### config.mk
export PLATFORM = sky130hd
export DESIGN_NAME = irq_ctrl_flat
export DESIGN_NICKNAME = d
export VERILOG_FILES = /design/src/rtl/irq_ctrl_pkg.sv /design/src/rtl/irq_ctrl_if.sv /design/src/rtl/irq_ctrl_prio_enc.sv /design/src/rtl/irq_ctrl.sv /design/src/flat_wrapper.sv
export SDC_FILE = /design/constraint.sdc
export NUM_CORES = 1
export LEC_CHECK = 0
export CAP_MARGIN = 20
export CORE_ASPECT_RATIO = 1.25
export CORE_UTILIZATION = 42
export CTS_CLUSTER_SIZE = 10
export DETAILED_ROUTE_END_ITERATION = 10
export PLACE_DENSITY_LB_ADDON = 0.3
export RECOVER_POWER = 100
export SLEW_MARGIN = 20
export SYNTH_ARGS = -nofsm -noshare
export SYNTH_HDL_FRONTEND = slang
export SYNTH_HIERARCHICAL = 1
export SYNTH_SLANG_ARGS = --single-unit
### constraint.sdc
create_clock -name clk -period 4.21 [get_ports clk]
set_clock_uncertainty 0.15 [all_clocks]
set_input_delay 0.842 -clock clk [delete_from_list [all_inputs] [get_ports clk]]
set_output_delay 0.842 -clock clk [all_outputs]
set_load 0.02 [all_outputs]
### src/rtl/irq_ctrl_pkg.sv
// Shared definitions for the interrupt controller: register offsets and
// handshake FSM state encodings.
package irq_ctrl_pkg;

    localparam logic [2:0] OFS_MASK = 3'd0;
    localparam logic [2:0] OFS_PEND = 3'd1;
    localparam logic [2:0] OFS_TRIG = 3'd2;
    localparam logic [2:0] OFS_ISR  = 3'd3;
    localparam logic [2:0] OFS_VEC  = 3'd4;
    localparam logic [2:0] OFS_EOI  = 3'd5;

    typedef enum logic [1:0] {
        ST_IDLE    = 2'd0,
        ST_REQ     = 2'd1,
        ST_SERVICE = 2'd2
    } irq_state_e;

endpackage

### src/rtl/irq_ctrl_if.sv
// Bridge register bus plus the CPU interrupt handshake seen by irq_ctrl.
interface irq_ctrl_if;
    logic [31:2] Addr;
    logic        WE;
    logic [31:0] Din;
    logic [31:0] Dout;
    logic        cpu_ack;
    logic        int_req;

    modport master (output Addr, WE, Din, cpu_ack, input Dout, int_req);
    modport slave  (input Addr, WE, Din, cpu_ack, output Dout, int_req);
endinterface

### src/rtl/irq_ctrl_prio_enc.sv
// Fixed-priority encoder: index of the lowest set request bit, plus valid.
module irq_ctrl_prio_enc #(
    parameter int NUM_SRC = 6,
    parameter int IDX_W   = 4
) (
    input  logic [NUM_SRC-1:0] req,
    output logic [IDX_W-1:0]   idx,
    output logic               valid
);

    // Scan from the top down so the lowest set index is the last one written.
    always_comb begin
        idx   = {IDX_W{1'b0}};
        valid = 1'b0;
        for (int i = NUM_SRC - 1; i >= 0; i--) begin
            idx   = req[i] ? IDX_W'(i) : idx;
            valid = valid | req[i];
        end
    end

endmodule

### src/rtl/irq_ctrl.sv
// Memory-mapped interrupt controller: pend/mask/priority selection and a
// request/ack/EOI handshake so the CPU services one source at a time.
module irq_ctrl
    import irq_ctrl_pkg::*;
#(
    parameter int NUM_SRC = 6,
    parameter int IDX_W   = 4
) (
    input  logic               clk,
    input  logic               reset,
    irq_ctrl_if.slave          bus,
    input  logic [NUM_SRC-1:0] irq_in
);

    logic [NUM_SRC-1:0] mask_r, pend_r, trig_r, isr_r, irq_sync_r;
    logic [IDX_W-1:0]   vec_idx_r;
    logic               int_req_r;
    irq_state_e         state_r, state_next_s;

    logic [2:0]         ofs_s;
    logic               wr_mask_s, wr_pend_s, wr_trig_s, wr_eoi_s;
    logic [NUM_SRC-1:0] eligible_s, sel_onehot_s, pend_next_s, isr_next_s;
    logic [NUM_SRC-1:0] w1c_s, ack_clr_s, edge_s;
    logic [IDX_W-1:0]   sel_idx_s, vec_idx_next_s;
    logic               sel_valid_s, ack_take_s, eoi_take_s, int_req_next_s;
    logic [31:0]        dout_s;
    logic               unused_s;

    assign ofs_s     = bus.Addr[4:2];
    assign wr_mask_s = bus.WE && (ofs_s == OFS_MASK);
    assign wr_pend_s = bus.WE && (ofs_s == OFS_PEND);
    assign wr_trig_s = bus.WE && (ofs_s == OFS_TRIG);
    assign wr_eoi_s  = bus.WE && (ofs_s == OFS_EOI);
    assign unused_s  = ^{bus.Addr[31:5], bus.Din[31:NUM_SRC]};

    assign eligible_s = pend_r & mask_r & ~isr_r;

    irq_ctrl_prio_enc #(.NUM_SRC(NUM_SRC), .IDX_W(IDX_W)) u_prio_enc (
        .req   (eligible_s),
        .idx   (sel_idx_s),
        .valid (sel_valid_s)
    );

    assign ack_take_s = (state_r == ST_REQ) && bus.cpu_ack && sel_valid_s;
    assign eoi_take_s = (state_r == ST_SERVICE) && wr_eoi_s;

    // One-hot form of the selected source.
    always_comb begin
        sel_onehot_s = {NUM_SRC{1'b0}};
        for (int i = 0; i < NUM_SRC; i++) begin
            sel_onehot_s[i] = sel_valid_s && (sel_idx_s == IDX_W'(i));
        end
    end

    // Edge bits hold until W1C or delivery, a fresh edge overriding both; level bits track the line.
    assign w1c_s       = wr_pend_s  ? bus.Din[NUM_SRC-1:0] : {NUM_SRC{1'b0}};
    assign ack_clr_s   = ack_take_s ? sel_onehot_s        : {NUM_SRC{1'b0}};
    assign edge_s      = irq_in & ~irq_sync_r;
    assign pend_next_s = (trig_r & ((pend_r & ~w1c_s & ~ack_clr_s) | edge_s))
                       | (~trig_r & irq_in);

    // FSM state register.
    always_ff @(posedge clk) begin
        if (reset) begin
            state_r <= ST_IDLE;
        end else begin
            state_r <= state_next_s;
        end
    end

    // FSM next-state logic.
    always_comb begin
        state_next_s = state_r;
        case (state_r)
            ST_IDLE: begin
                state_next_s = sel_valid_s ? ST_REQ : ST_IDLE;
            end
            ST_REQ: begin
                if (!sel_valid_s) begin
                    state_next_s = ST_IDLE;
                end else if (bus.cpu_ack) begin
                    state_next_s = ST_SERVICE;
                end else begin
                    state_next_s = ST_REQ;
                end
            end
            ST_SERVICE: begin
                state_next_s = wr_eoi_s ? ST_IDLE : ST_SERVICE;
            end
            default: begin
                state_next_s = ST_IDLE;
            end
        endcase
    end

    // FSM outputs: request line and in-service latch updates.
    always_comb begin
        int_req_next_s = (state_next_s == ST_REQ);
        isr_next_s     = isr_r;
        vec_idx_next_s = vec_idx_r;
        if (ack_take_s) begin
            isr_next_s     = sel_onehot_s;
            vec_idx_next_s = sel_idx_s;
        end else if (eoi_take_s) begin
            isr_next_s     = {NUM_SRC{1'b0}};
        end else begin
            isr_next_s     = isr_r;
        end
    end

    // Register file, sampler and output registers.
    always_ff @(posedge clk) begin
        if (reset) begin
            mask_r     <= {NUM_SRC{1'b0}};
            trig_r     <= {NUM_SRC{1'b0}};
            pend_r     <= {NUM_SRC{1'b0}};
            isr_r      <= {NUM_SRC{1'b0}};
            irq_sync_r <= {NUM_SRC{1'b0}};
            vec_idx_r  <= {IDX_W{1'b0}};
            int_req_r  <= 1'b0;
        end else begin
            mask_r     <= wr_mask_s ? bus.Din[NUM_SRC-1:0] : mask_r;
            trig_r     <= wr_trig_s ? bus.Din[NUM_SRC-1:0] : trig_r;
            pend_r     <= pend_next_s;
            isr_r      <= isr_next_s;
            irq_sync_r <= irq_in;
            vec_idx_r  <= vec_idx_next_s;
            int_req_r  <= int_req_next_s;
        end
    end

    // Read-data mux.
    always_comb begin
        dout_s = 32'd0;
        case (ofs_s)
            OFS_MASK: dout_s = {{(32-NUM_SRC){1'b0}}, mask_r};
            OFS_PEND: dout_s = {{(32-NUM_SRC){1'b0}}, pend_r};
            OFS_TRIG: dout_s = {{(32-NUM_SRC){1'b0}}, trig_r};
            OFS_ISR:  dout_s = {{(32-NUM_SRC){1'b0}}, isr_r};
            OFS_VEC:  dout_s = {|isr_r, {(31-IDX_W){1'b0}}, vec_idx_r};
            default:  dout_s = 32'd0;
        endcase
    end

    assign bus.Dout    = dout_s;
    assign bus.int_req = int_req_r;

endmodule
### src/flat_wrapper.sv
// flat-port wrapper written by rule: the top's interface ports become plain ports
module irq_ctrl_flat import irq_ctrl_pkg::*;
#(
    parameter int NUM_SRC = 6,
    parameter int IDX_W   = 4
)
  (clk, reset, irq_in, bus_Addr, bus_WE, bus_Din, bus_cpu_ack, bus_Dout, bus_int_req);
  irq_ctrl_if bus_i ();
  input  logic clk;
  input  logic reset;
  input  logic [NUM_SRC-1:0] irq_in;
  input wire logic [$bits(bus_i.Addr)-1:0] bus_Addr;
  input wire logic [$bits(bus_i.WE)-1:0] bus_WE;
  input wire logic [$bits(bus_i.Din)-1:0] bus_Din;
  input wire logic [$bits(bus_i.cpu_ack)-1:0] bus_cpu_ack;
  output wire logic [$bits(bus_i.Dout)-1:0] bus_Dout;
  output wire logic [$bits(bus_i.int_req)-1:0] bus_int_req;
  assign bus_i.Addr = bus_Addr;
  assign bus_i.WE = bus_WE;
  assign bus_i.Din = bus_Din;
  assign bus_i.cpu_ack = bus_cpu_ack;
  assign bus_Dout = bus_i.Dout;
  assign bus_int_req = bus_i.int_req;
  irq_ctrl #(.NUM_SRC(NUM_SRC), .IDX_W(IDX_W)) u_core (.clk(clk), .reset(reset), .bus(bus_i), .irq_in(irq_in));
endmodule
**After elaboration in Yosys (flattened, before gate mapping)**

Cells that the tools add are included.

- Eq/ne operators: 13
- Mux-type cells: 16
- Bitwise operators: 19
- Reductions and logical operators: 18

Operators with widths:

| cell | number |
|---|---|
| one-hot mux 32 bit (5 select lines) | 1 |
| bitwise AND 6 bit | 7 |
| NOT 6 bit | 5 |
| two-way mux 6 bit | 4 |
| two-way mux 4 bit | 5 |
| logical AND 1 bit | 13 |
| OR 6 bit | 2 |
| equality test 4 x 2 -> 1 bit (second input constant) | 2 |
| equality test 4 x 3 -> 1 bit (second input constant) | 2 |
| equality test 3 x 2 -> 1 bit (second input constant) | 2 |
| equality test 3 bit (second input constant) | 2 |
| two-way mux 2 bit | 3 |
| one-hot mux 2 bit (3 select lines) | 1 |
| OR reduction 6 bit | 1 |
| OR 1 bit | 5 |
| equality test 2 x 1 -> 1 bit (second input constant) | 2 |
| equality test 4 x 1 -> 1 bit (second input constant) | 1 |
| logical NOT 4 bit | 1 |
| equality test 3 x 1 -> 1 bit (second input constant) | 1 |
| logical NOT 3 bit | 1 |
| two-way mux 3 bit | 1 |
| equality test 2 bit (second input constant) | 1 |
| logical NOT 2 bit | 1 |
| nonzero test 2 bit | 1 |
| two-way mux 1 bit | 1 |

- Flip-flop bits (word level): 37
- Input port bits: 72
- Output and inout bits: 33

**Longest topological paths before layout**

- Depth in word-level cells: 16
- Depth in mapped cells: 8
- Gate-level depth less buffers: 7

**Modules after synthesis**

Netlist, hierarchy kept.

By module, submodules not included:

| module | times used | cells an instance | area an instance (µm²) |
|---|---|---|---|
| irq_ctrl | 1 | 212 | 1903.1 |
| irq_ctrl_prio_enc | 1 | 12 | 63.8 |

**Worst setup path before layout**

OpenSTA, ideal clock, no wires.

- Path kind: in2out
- Start point: input bus_Addr[0]
- End point: output bus_Dout[0]
- Data arrival time: 1.714 ns
- Data required time: 3.218 ns
- Setup slack: 1.504 ns
- Stages on the path: 4
- Path through: buf_4 -> nor2b_1 -> a22oi_1 -> o22ai_1

- Word-level cells in the longest chain between the ends: 2

RTL lines:

| item | RTL line | RTL |
|---|---|---|
| from (decl) | flat_wrapper.sv:12 | `input wire logic [$bits(bus_i.Addr)-1:0] bus_Addr;` |
| equality test 3 bit (tied with other cells) | irq_ctrl.sv:135 | `case (ofs_s)` |
| one-hot mux 32 bit (5 select lines) * | irq_ctrl.sv:135 |  |
| to (decl) | flat_wrapper.sv:16 | `output wire logic [$bits(bus_i.Dout)-1:0] bus_Dout;` |

Mark *: on every way between the ends. The rest lies on a longest branch, timed or not.

**Worst setup path in the final report**

- Start point: input bus_Addr[0]
- End point: output bus_Dout[5]

The elaborated chain is that of the path after synthesis.

==> impl_metrics.ini <==
[cts]
cts_tree = done
cts_hold_buf = 0
cts.sinks = 37
clk_latency_ps = 280
cts_max_path_buffers = 2
cts_setup_buffers = 0
cts_resized = 0
htree_levels = 2
cts_buffers = 5
clk_pin_slew_ps = 70
cts-root-buf = clkbuf_8

[die]
die-height_um = 78.5
die-width_um = 63.2
core_um2 = 4460
rows = 27
start_util_pct = 44.1
die_area_um2 = 4960
pin_count = 105

[global_route]
grt_util_all_layers_pct = 17.8
grt_start_max_net_pins = 23
grt_pass1_vias = 1418
grt-ovfl-total = 0
grt_first_pass_wirelength_um = 6850
antenna_found_initial = 0

[timing]
holdWs_ps = 322
finalCriticalPeriod_ps = 4010
setup_violations = 0
hold_viol = 0
tns_ps = 0
rsz0062_at_grt = false
relSlewSlack_pct = -21.5
fmax_mhz = 249
slew_viol_final = 7
tightestPinTransition_ps = 1800
finalCritPeriodShare_pct = 95.3
setup_slack_ps = 198

[pwr]
power_uw = 680
p_int_uw = 508
leakage_nw = 0.844
p_sw_uw = 172
p_clk_share_pct = 33.8
p_comb_share_pct = 12.5
peakVddDrop_mv = 0.103
power_frac_seq_pct = 53.7
power.density_nw_per_um2 = 302
p_sw_share_pct = 25.3

[logic_synthesis]
avgSynthCellArea_um2 = 8.78
synthXorXnorAreaFrac_pct = 0
yosys-top-cells-area = dfxtp_1, buf_4, mux2i_1
synth-seq-cells = 37
synth_seq_area_share_pct = 37.7
synth-compound-area-share_pct = 16.6
synth-adder-area-share_pct = 0
synth_top_family_by_area = simple AND/OR/NAND/NOR gates
yosysWarnings = 6
synth_top_area_share_pct = 37.7
syn_area_um2 = 1970
muxShareOfSynthArea_pct = 10.7
ys_types = 33
yosys.area.top_type = dfxtp_1
yosys.area_share.simple_pct = 22.1
syn-instance-count = 224

[placement]
gp_congestion = 0.786
pre_cts_slack_ps = 340
io_buffers = 26
dp_hpwl_um = 3110

[route]
wl_met1_um = 1880
maxUsedRoutingLayer = met4
wl_met2_um = 2000
wl_met3_um = 226
wire_per_inst_um = 13.3
wirelength_um = 4140
drc_errors = 0
via_per_inst = 5.17
vias = 1608
ant_nets = 0
firstDrtPassIters = 4
drt-initial-drc-count = 81

[setup_path]
start_kind = input pin
critPathCaptureType = output port
rr_worst_depth = 6
timing.rr.start = u_core/isr_r[0]$_SDFFE_PP0P_
slowest_delay_ps = 700
path_delay_family = buffers and inverters
critPathKind = input pin to output port
cp.arrival_ps = 3020
crit_buf_inv = 3
slowest_stage = dlygate4sd3_1
ff2ff_setup_slack_ps = 1870
critPathRequiredTime_ps = 3220
path_cells = dlygate4sd3_1 -> buf_4 -> mux4_2 -> nor2b_1 -> dlygate4sd3_1
cp_max_fo = 7
cpMostUsedCell = dlygate4sd3_1
r2r-end = u_core/isr_r[3]$_SDFFE_PP0P_

[status]
violations = capacitance limit, slew limit
status = complete, but fails checks

[hold_path]
hp-class = flop to flop
holdPathStages = 2
hold_end = u_core/vec_idx_r[3]$_SDFFE_PP0P_
hp-start = u_core/vec_idx_r[3]$_SDFFE_PP0P_

[final_layout]
final_net_count = 324
final_cell_mix = dfxtp_1, nor2_1, nand2_1
nFillCells = 454
drive_gt1_share_pct = 7.51
syn2layout_area_growth_pct = 14.6
antenna_cells = 0
final_common_cell = dfxtp_1

[job]
cap_violations = 1
[synthesized netlist by cell type]
cell type / number
and4b_1: 1
nor2_1: 28
or4_1: 2
a31o_2: 2
a221oi_1: 1
nand2_1: 27
nand2b_1: 2
a22o_1: 4
o211ai_1: 6
nor4bb_1: 2
nand3_1: 2
mux2i_1: 12
a211oi_1: 5
or3_1: 1
nand4b_1: 5
buf_1: 2
nor3_1: 1
a21oi_1: 11
and4bb_1: 1
nor2b_1: 11
a21boi_0: 2
mux2_2: 4
buf_4: 27
o22ai_1: 4
a22oi_1: 8
a2111oi_0: 2
inv_1: 2
conb_1: 2
o311a_1: 1
dfxtp_1: 37
buf_2: 6
nor4b_4: 1
mux4_2: 2
[metrics by stage]
stage / instances / utilization (%) / cell area (um^2)
after global placement: 303 / 49.2 / 2190
final: 311 / 50.6 / 2250
after detailed placement: 303 / 49.2 / 2190
after CTS: 311 / 51.1 / 2280
after floorplan: 248 / - / 2060
after global routing: 311 / 50.6 / 2250
[cell type report]
class                           count  area [um^2]  area share (%)
Tap cell                           58         72.6            3.22
Clock buffer                        6         72.6            3.22
Inverter                            2         7.51           0.333
Clock inverter                      2         10.0           0.444
Sequential cell                    37          741            32.9
Timing Repair Buffer               32          298            13.2
Multi-Input combinational cell    174         1050            46.7
[power by group through the flow]
stage	clock, mW	combinational, mW	sequential [mW]
after floorplan	0	0.0739	0.371
after global placement	0	0.0864	0.373
after detailed placement	0	0.0869	0.373
after CTS	0.241	0.0873	0.365
after global routing	0.256	0.0924	0.366
final	0.230	0.0849	0.365
[metal layers]
layer,vias up,global-route usage (%)
li1,798,-
met2,58,29.2
met4,0,6.36
met1,748,22.4
met5,-,0
met3,4,4.36
[worst min-delay path: cells and delay by family, from the launching register on]
kind	cells	cell delay, ps
AO/OA/AOI/OAI	1	60
flip-flops	1	320
AND/OR/NAND/NOR	1	50
[how the worst max path moves through the flow]
stage	startpoint	to	slack (ps)	depth (start not counted)
floorplan	bus_Addr[0]	bus_Dout[0]	1500	4
global placement	bus_Addr[0]	bus_Dout[4]	350	5
detailed placement	bus_Addr[0]	bus_Dout[4]	340	5
CTS	bus_Addr[0]	bus_Dout[4]	340	5
global route	bus_Addr[0]	bus_Dout[5]	120	5
finish	bus_Addr[0]	bus_Dout[5]	200	5
[flip-flops by register name, summed over array words and instances, names as in the netlist]
register            cells
u_core/irq_sync_r       6
u_core/pend_r           6
u_core/mask_r           6
u_core/isr_r            6
u_core/bus.int_req      1
u_core/state_r          2
u_core/trig_r           6
u_core/vec_idx_r        4
[kinds of logic (layout without fill, tap and decap cells)]
| kind of cell | count (synthesis) | after routing |
|---|---|---|
| and+or+nand+nor | 84 | 84 |
| muxes | 18 | 18 |
| buffers and inverters | 37 | 42 |
| AOI/OAI and AO/OA | 46 | 46 |
| other | 2 | 26 |
| DFF | 37 | 37 |
No activity file was read; power rests on OpenSTA's default activity.
